File: config.mk
export PLATFORM = sky130hd
export DESIGN_NAME = control_sequencer_flat
export DESIGN_NICKNAME = d
export VERILOG_FILES = /design/src/rtl/control_sequencer_if.sv /design/src/rtl/control_sequencer.sv /design/src/flat_wrapper.sv
export SDC_FILE = /design/constraint.sdc
export NUM_CORES = 1
export LEC_CHECK = 0
export CAP_MARGIN = 20
export CORE_MARGIN = 1
export CORE_UTILIZATION = 35
export CTS_CLUSTER_DIAMETER = 60
export CTS_CLUSTER_SIZE = 25
export DETAILED_ROUTE_END_ITERATION = 16
export DONT_BUFFER_PORTS = 1
export PLACE_DENSITY = 0.59
export SYNTH_ARGS = -nofsm -noshare
export SYNTH_HDL_FRONTEND = slang
export SYNTH_SLANG_ARGS = --single-unit
File: constraint.sdc
create_clock -name clk -period 2 [get_ports clk]
set_input_delay 0.4 -clock clk [delete_from_list [all_inputs] [get_ports clk]]
set_output_delay 0.4 -clock clk [all_outputs]
set_load 0.05 [all_outputs]
File: src/rtl/control_sequencer_if.sv
// Control-unit bundle: instruction/flag inputs to the sequencer and the
// control word it drives back out to the datapath.
interface control_sequencer_if;
    logic [3:0] opcode;
    logic       carry;
    logic       zero;
    logic       halt;
    logic       mar_in;
    logic       ram_in;
    logic       ram_out;
    logic       ir_in;
    logic       ir_out;
    logic       a_in;
    logic       a_out;
    logic       b_in;
    logic       alu_out;
    logic       alu_sub;
    logic       flags_in;
    logic       out_in;
    logic       pc_inc;
    logic       pc_out;
    logic       pc_jump;
    logic [2:0] step;

    modport master (
        input  opcode, carry, zero,
        output halt, mar_in, ram_in, ram_out, ir_in, ir_out, a_in, a_out, b_in,
               alu_out, alu_sub, flags_in, out_in, pc_inc, pc_out, pc_jump, step
    );

    modport slave (
        output opcode, carry, zero,
        input  halt, mar_in, ram_in, ram_out, ir_in, ir_out, a_in, a_out, b_in,
               alu_out, alu_sub, flags_in, out_in, pc_inc, pc_out, pc_jump, step
    );
endinterface

File: src/rtl/control_sequencer.sv
// Microcoded control unit of the 8-bit CPU: step counter plus a decoded
// control word per (step, opcode, flags); a latched halt freezes everything.
module control_sequencer #(
    parameter int unsigned NUM_STEPS = 5,
    parameter bit          EARLY_END = 1'b1
) (
    input  logic                clk,
    input  logic                rst,
    control_sequencer_if.master bus
);
    localparam logic [3:0] OP_LDA = 4'h1;
    localparam logic [3:0] OP_ADD = 4'h2;
    localparam logic [3:0] OP_SUB = 4'h3;
    localparam logic [3:0] OP_STA = 4'h4;
    localparam logic [3:0] OP_LDI = 4'h5;
    localparam logic [3:0] OP_JMP = 4'h6;
    localparam logic [3:0] OP_JC  = 4'h7;
    localparam logic [3:0] OP_JZ  = 4'h8;
    localparam logic [3:0] OP_OUT = 4'hE;
    localparam logic [3:0] OP_HLT = 4'hF;

    localparam logic [2:0] T0     = 3'd0;
    localparam logic [2:0] T1     = 3'd1;
    localparam logic [2:0] T2     = 3'd2;
    localparam logic [2:0] T3     = 3'd3;
    localparam logic [2:0] T4     = 3'd4;
    localparam logic [2:0] T_LAST = 3'(NUM_STEPS - 1);

    typedef struct packed {
        logic mar_in;
        logic ram_in;
        logic ram_out;
        logic ir_in;
        logic ir_out;
        logic a_in;
        logic a_out;
        logic b_in;
        logic alu_out;
        logic alu_sub;
        logic flags_in;
        logic out_in;
        logic pc_inc;
        logic pc_out;
        logic pc_jump;
    } ctrl_t;

    logic [2:0] step_r;
    logic       halted_r;
    logic       hlt_now_s;
    logic       end_s;
    ctrl_t      ctrl_s;

    // Last step that carries any work; a not-taken conditional jump still ends at T2.
    function automatic logic [2:0] last_step(input logic [3:0] op);
        case (op)
            OP_LDA, OP_STA:                                 return T3;
            OP_ADD, OP_SUB:                                 return T4;
            OP_LDI, OP_JMP, OP_JC, OP_JZ, OP_OUT, OP_HLT:   return T2;
            default:                                        return T1;
        endcase
    endfunction

    assign hlt_now_s = (step_r == T2) && (bus.opcode == OP_HLT);
    assign end_s     = (EARLY_END && (step_r == last_step(bus.opcode))) || (step_r == T_LAST);

    // Control word decode; flags are looked at only when T2 is actually reached.
    always_comb begin
        ctrl_s = '0;
        if (halted_r) begin
            ctrl_s = '0;
        end else begin
            case (step_r)
                T0: begin
                    ctrl_s.pc_out = 1'b1;
                    ctrl_s.mar_in = 1'b1;
                end
                T1: begin
                    ctrl_s.ram_out = 1'b1;
                    ctrl_s.ir_in   = 1'b1;
                    ctrl_s.pc_inc  = 1'b1;
                end
                T2: begin
                    case (bus.opcode)
                        OP_LDA, OP_ADD, OP_SUB, OP_STA: begin
                            ctrl_s.ir_out = 1'b1;
                            ctrl_s.mar_in = 1'b1;
                        end
                        OP_LDI: begin
                            ctrl_s.ir_out = 1'b1;
                            ctrl_s.a_in   = 1'b1;
                        end
                        OP_JMP: begin
                            ctrl_s.ir_out  = 1'b1;
                            ctrl_s.pc_jump = 1'b1;
                        end
                        OP_JC, OP_JZ: begin
                            if ((bus.opcode == OP_JC) ? bus.carry : bus.zero) begin
                                ctrl_s.ir_out  = 1'b1;
                                ctrl_s.pc_jump = 1'b1;
                            end else begin
                                ctrl_s = '0;
                            end
                        end
                        OP_OUT: begin
                            ctrl_s.a_out  = 1'b1;
                            ctrl_s.out_in = 1'b1;
                        end
                        default: ctrl_s = '0;
                    endcase
                end
                T3: begin
                    case (bus.opcode)
                        OP_LDA: begin
                            ctrl_s.ram_out = 1'b1;
                            ctrl_s.a_in    = 1'b1;
                        end
                        OP_ADD, OP_SUB: begin
                            ctrl_s.ram_out = 1'b1;
                            ctrl_s.b_in    = 1'b1;
                        end
                        OP_STA: begin
                            ctrl_s.a_out  = 1'b1;
                            ctrl_s.ram_in = 1'b1;
                        end
                        default: ctrl_s = '0;
                    endcase
                end
                T4: begin
                    case (bus.opcode)
                        OP_ADD, OP_SUB: begin
                            ctrl_s.alu_out  = 1'b1;
                            ctrl_s.a_in     = 1'b1;
                            ctrl_s.flags_in = 1'b1;
                            ctrl_s.alu_sub  = (bus.opcode == OP_SUB);
                        end
                        default: ctrl_s = '0;
                    endcase
                end
                default: ctrl_s = '0;
            endcase
        end
    end

    // Step counter and halt latch; HLT at T2 parks the counter there until reset.
    always_ff @(posedge clk or negedge rst) begin
        if (!rst) begin
            step_r   <= T0;
            halted_r <= 1'b0;
        end else if (halted_r || hlt_now_s) begin
            step_r   <= step_r;
            halted_r <= 1'b1;
        end else if (end_s) begin
            step_r   <= T0;
            halted_r <= 1'b0;
        end else begin
            step_r   <= step_r + 3'd1;
            halted_r <= 1'b0;
        end
    end

    assign bus.halt     = halted_r | hlt_now_s;
    assign bus.mar_in   = ctrl_s.mar_in;
    assign bus.ram_in   = ctrl_s.ram_in;
    assign bus.ram_out  = ctrl_s.ram_out;
    assign bus.ir_in    = ctrl_s.ir_in;
    assign bus.ir_out   = ctrl_s.ir_out;
    assign bus.a_in     = ctrl_s.a_in;
    assign bus.a_out    = ctrl_s.a_out;
    assign bus.b_in     = ctrl_s.b_in;
    assign bus.alu_out  = ctrl_s.alu_out;
    assign bus.alu_sub  = ctrl_s.alu_sub;
    assign bus.flags_in = ctrl_s.flags_in;
    assign bus.out_in   = ctrl_s.out_in;
    assign bus.pc_inc   = ctrl_s.pc_inc;
    assign bus.pc_out   = ctrl_s.pc_out;
    assign bus.pc_jump  = ctrl_s.pc_jump;
    assign bus.step     = step_r;
endmodule

File: src/flat_wrapper.sv
// flat-port wrapper written by rule: the top's interface ports become plain ports
module control_sequencer_flat 
#(
    parameter int unsigned NUM_STEPS = 5,
    parameter bit          EARLY_END = 1'b1
)
  (clk, rst, bus_opcode, bus_carry, bus_zero, bus_halt, bus_mar_in, bus_ram_in, bus_ram_out, bus_ir_in, bus_ir_out, bus_a_in, bus_a_out, bus_b_in, bus_alu_out, bus_alu_sub, bus_flags_in, bus_out_in, bus_pc_inc, bus_pc_out, bus_pc_jump, bus_step);
  control_sequencer_if bus_i ();
  input  logic clk;
  input  logic rst;
  input wire logic [$bits(bus_i.opcode)-1:0] bus_opcode;
  input wire logic [$bits(bus_i.carry)-1:0] bus_carry;
  input wire logic [$bits(bus_i.zero)-1:0] bus_zero;
  output wire logic [$bits(bus_i.halt)-1:0] bus_halt;
  output wire logic [$bits(bus_i.mar_in)-1:0] bus_mar_in;
  output wire logic [$bits(bus_i.ram_in)-1:0] bus_ram_in;
  output wire logic [$bits(bus_i.ram_out)-1:0] bus_ram_out;
  output wire logic [$bits(bus_i.ir_in)-1:0] bus_ir_in;
  output wire logic [$bits(bus_i.ir_out)-1:0] bus_ir_out;
  output wire logic [$bits(bus_i.a_in)-1:0] bus_a_in;
  output wire logic [$bits(bus_i.a_out)-1:0] bus_a_out;
  output wire logic [$bits(bus_i.b_in)-1:0] bus_b_in;
  output wire logic [$bits(bus_i.alu_out)-1:0] bus_alu_out;
  output wire logic [$bits(bus_i.alu_sub)-1:0] bus_alu_sub;
  output wire logic [$bits(bus_i.flags_in)-1:0] bus_flags_in;
  output wire logic [$bits(bus_i.out_in)-1:0] bus_out_in;
  output wire logic [$bits(bus_i.pc_inc)-1:0] bus_pc_inc;
  output wire logic [$bits(bus_i.pc_out)-1:0] bus_pc_out;
  output wire logic [$bits(bus_i.pc_jump)-1:0] bus_pc_jump;
  output wire logic [$bits(bus_i.step)-1:0] bus_step;
  assign bus_i.opcode = bus_opcode;
  assign bus_i.carry = bus_carry;
  assign bus_i.zero = bus_zero;
  assign bus_halt = bus_i.halt;
  assign bus_mar_in = bus_i.mar_in;
  assign bus_ram_in = bus_i.ram_in;
  assign bus_ram_out = bus_i.ram_out;
  assign bus_ir_in = bus_i.ir_in;
  assign bus_ir_out = bus_i.ir_out;
  assign bus_a_in = bus_i.a_in;
  assign bus_a_out = bus_i.a_out;
  assign bus_b_in = bus_i.b_in;
  assign bus_alu_out = bus_i.alu_out;
  assign bus_alu_sub = bus_i.alu_sub;
  assign bus_flags_in = bus_i.flags_in;
  assign bus_out_in = bus_i.out_in;
  assign bus_pc_inc = bus_i.pc_inc;
  assign bus_pc_out = bus_i.pc_out;
  assign bus_pc_jump = bus_i.pc_jump;
  assign bus_step = bus_i.step;
  control_sequencer #(.NUM_STEPS(NUM_STEPS), .EARLY_END(EARLY_END)) u_core (.clk(clk), .rst(rst), .bus(bus_i));
endmodule
==> results.md <==
* Outcome: complete, but fails checks
* Failing checks: negative setup slack
* Static Leak at 0.000472 µW
* Final slew viol count at 0
* Largest net degree at the start of global routing at 20
* Vias in the first global route at about 730
* Min cycle time layout at between 2 and 2.5 ns
* Post-synth ARST share at 100%
* Fin crit share at 107%
* CTS tree: done
* Clk slew on worst S/H paths at ~0.050 ns
* Worst Path Required at approximately 1.6 ns
* Slowest CP cell: dfrtp_2
* Via density at about 5.5
* Number of max-cap violations at 0
* Top_reg_cell synth: dfrtp_1
* GR Overflow Total at 0
* DP HPWL at roughly 1400 µm
* Rows at 15
* Count of final setup violators at 5
* Final core utilization at approximately two thirds
* Vert. Die Dim at ~46 µm
* Max Clock Freq at around 470 MHz
* Crit path kind: reg -> out
* DRC Markers at 0
* Layout cell share with drive strength beyond 1 at between 50 and 60%
* DIE AREA at roughly 2100 µm²
* Routability cong. at around 0.89
* Arr. time, crit path at 1.74 ns
* Sequential-to-total area share from yosys stat at between 10 and 15%
* Startpoint types: flip-flop
* Core Area at ~1800 µm²
* Initial Utilization at a little under two fifths
* Unrepaired setup endpoints after global routing: yes
* WP buf/inv at 2
* Ys Warns at 0
* Largest stage delay, worst path at between 0.4 and 0.5 ns
* Antenna Cells at 0
* Final Cell Area at approximately 1200 µm²
* Total Nets Final at 130
* Synth Instances at 97
* Buffers on Ports at 0
* CP endpoint kind: output port
* Die X at between 40 and 50 µm
* Global-route wire length before repair at approximately 3200 µm
* Cell area after synthesis at between 600 and 700 µm²
* Routed wire length per instance at roughly 15 µm
* Final Hold Slack at between 0.4 and 0.5 ns
* Net Count, Synth at between 100 and 150
* Post-synth EDFFs at 0
* Hold Crit Class: in -> async
* Critical path's top delay family: flip-flops
* Placed cell areas at 985 µm²
* P&R area growth vs syn at 76.9%
* Max VDD drop at around 0.0011 V
* Final Hold Vio Count at 0
* Setup TNS Final at -0.454 ns
* Flops & latches, synth at 4
* Final setup margin at -0.136 ns
* DRT Pass-1 Iters at 4
* Vias at approximately 770
* Worst-Skew Late Latency at about 0.24 ns
* Average size of a mapped cell at 6.93 µm²
* Clk_skew at 0.0115 ns
* GR Util All Layers at a little over a fifth
* TritonCTS Buffers at 3
* Deepest level of the CTS H-tree at 1
* Antenna Nets Post-Route at 0
* Cells along the critical path: buf_6 > inv_4 > ha_4 > nand2_4 > o21ai_1 > nand2b_1 > nor2_1 > a41o_4
* Post-synthesis cell type count at 37
* Fill cell count at between 100 and 150
* Number of antenna violations at the first check in global routing at 0
* Slew HR at 72.3%
* PD cells at around 1500 nW/µm²
* Iteration-0 DRC Markers at 18
* CTS sink count at 4
* Worst slew pin tran at between 0.4 and 0.5 ns
* Ports at 27
* Post-Route WL at 2090 µm
* Root Buffer: clkbuf_4
* CP Max Fanout at 3
* CTS max path bufs at 2
* Total Power at 1740 µW
==> repair_timing <==
action / CTS / global route
pin swaps: 9 / 8
hold buffers: 1 / 0
buffers inserted: 6 / 2
hold endpoints to repair: 4 / 0
gates resized for setup: 15 / 11
setup endpoints to repair: 8 / 14
==> sequential cells by signal (all words and copies together) (netlist names) <==
name             flops
u_core.bus.step      3
u_core.halted_r      1
==> path summary, 6_finish.rpt <==
kind	slack (ns)	start	depth (start not counted)	to
worst max-delay path	-0.14	u_core.bus.step[1]	8	bus_a_in
worst min-delay path	0.42	rst	1	u_core.bus.step[0]
worst max register to register	0.10	u_core.bus.step[1]	7	u_core.bus.step[2]
worst min register to register	0.59	u_core.halted_r	1	u_core.bus.step[2]
max in group asynchronous	1.38	rst	1	u_core.bus.step[2]
min in group clk	0.42	bus_opcode[3]	2	u_core.bus.step[0]
==> cells in the final DEF (no fill, tap or decap), types with 3 or more instances in the layout <==
| cell | n |
|---|---|
| o21ai_0 | 3 |
| dfrtp_2 | 3 |
| nor2b_1 | 3 |
| nand2_1 | 7 |
| nand2_2 | 3 |
| inv_1 | 4 |
| a21oi_4 | 3 |
| buf_6 | 5 |
| ha_4 | 3 |
| nor2_4 | 3 |
| clkbuf_4 | 3 |
| buf_12 | 6 |
| nor3b_1 | 3 |
| nor2_1 | 7 |
| buf_4 | 13 |
==> synthesized netlist by cell type (2+ instances only) <==
cell | count | area (µm²)
a41o_1 | 2 | 20.0
nor2b_1 | 4 | 25.0
and2_1 | 2 | 12.5
clkbuf_1 | 8 | 30.0
nand2b_1 | 3 | 18.8
inv_1 | 8 | 30.0
ha_1 | 5 | 62.6
nor3b_1 | 3 | 22.5
nor2_1 | 10 | 37.5
a21oi_1 | 5 | 25.0
dfrtp_1 | 4 | 100
nand2_1 | 11 | 41.3
nor3_1 | 4 | 20.0
o21ai_0 | 4 | 20.0
o211ai_1 | 2 | 15.0
==> layout make-up <==
cell class                      count  area, µm²  share of cell area, %
Tap cell                           25       31.3                   2.63
Clock buffer                        4       26.3                   2.21
Inverter                            8       40.0                   3.37
Multi-Input combinational cell     75        703                   59.2
Sequential cell                     4        104                   8.74
Timing Repair Buffer               25        284                   23.9
==> stage by stage <==
step	worst slack, ns	cells
detailed placement	0.0894	128
CTS	-0.112	139
finish	-0.136	141
global placement	0.115	128
global route	-0.194	141
floorplan	-0.366	97
==> worst register-to-register path, delay by kind of cell (launching register included) <==
family,cells,cell delay [ns]
and+or+nand+nor,1,0.39
buffers and inverters,2,0.29
AOI/OAI and AO/OA,4,0.66
DFF,1,0.44
==> layer usage <==
layer	wire length [µm]	up-vias	track usage, %
met2	1080	20	35.7
met5	0	-	0
met1	907	368	26.9
li1	-	379	-
met4	15	0	10.6
met3	90	2	4.37
==> report_power, final <==
| part | switching [µW] | total (µW) | internal [µW] |
|---|---|---|---|
| Combinational | 863 | 1450 | 585 |
| Clock | 37.0 | 112 | 75.1 |
| Sequential | 53.2 | 179 | 126 |
==> cells by family after synthesis <==
kind of cell             Yosys count  share of synthesized area (%)
AND/OR/NAND/NOR                   44                           34.1
AO/OA/AOI/OAI                     23                           25.7
buffers and inverters             18                           11.7
adder cells (fa/ha/maj)            5                           9.31
flip-flops                         4                           14.9
XOR/XNOR                           2                           2.61
multiplexers                       1                           1.68
Note: power is estimated with default switching activity, not from simulation.
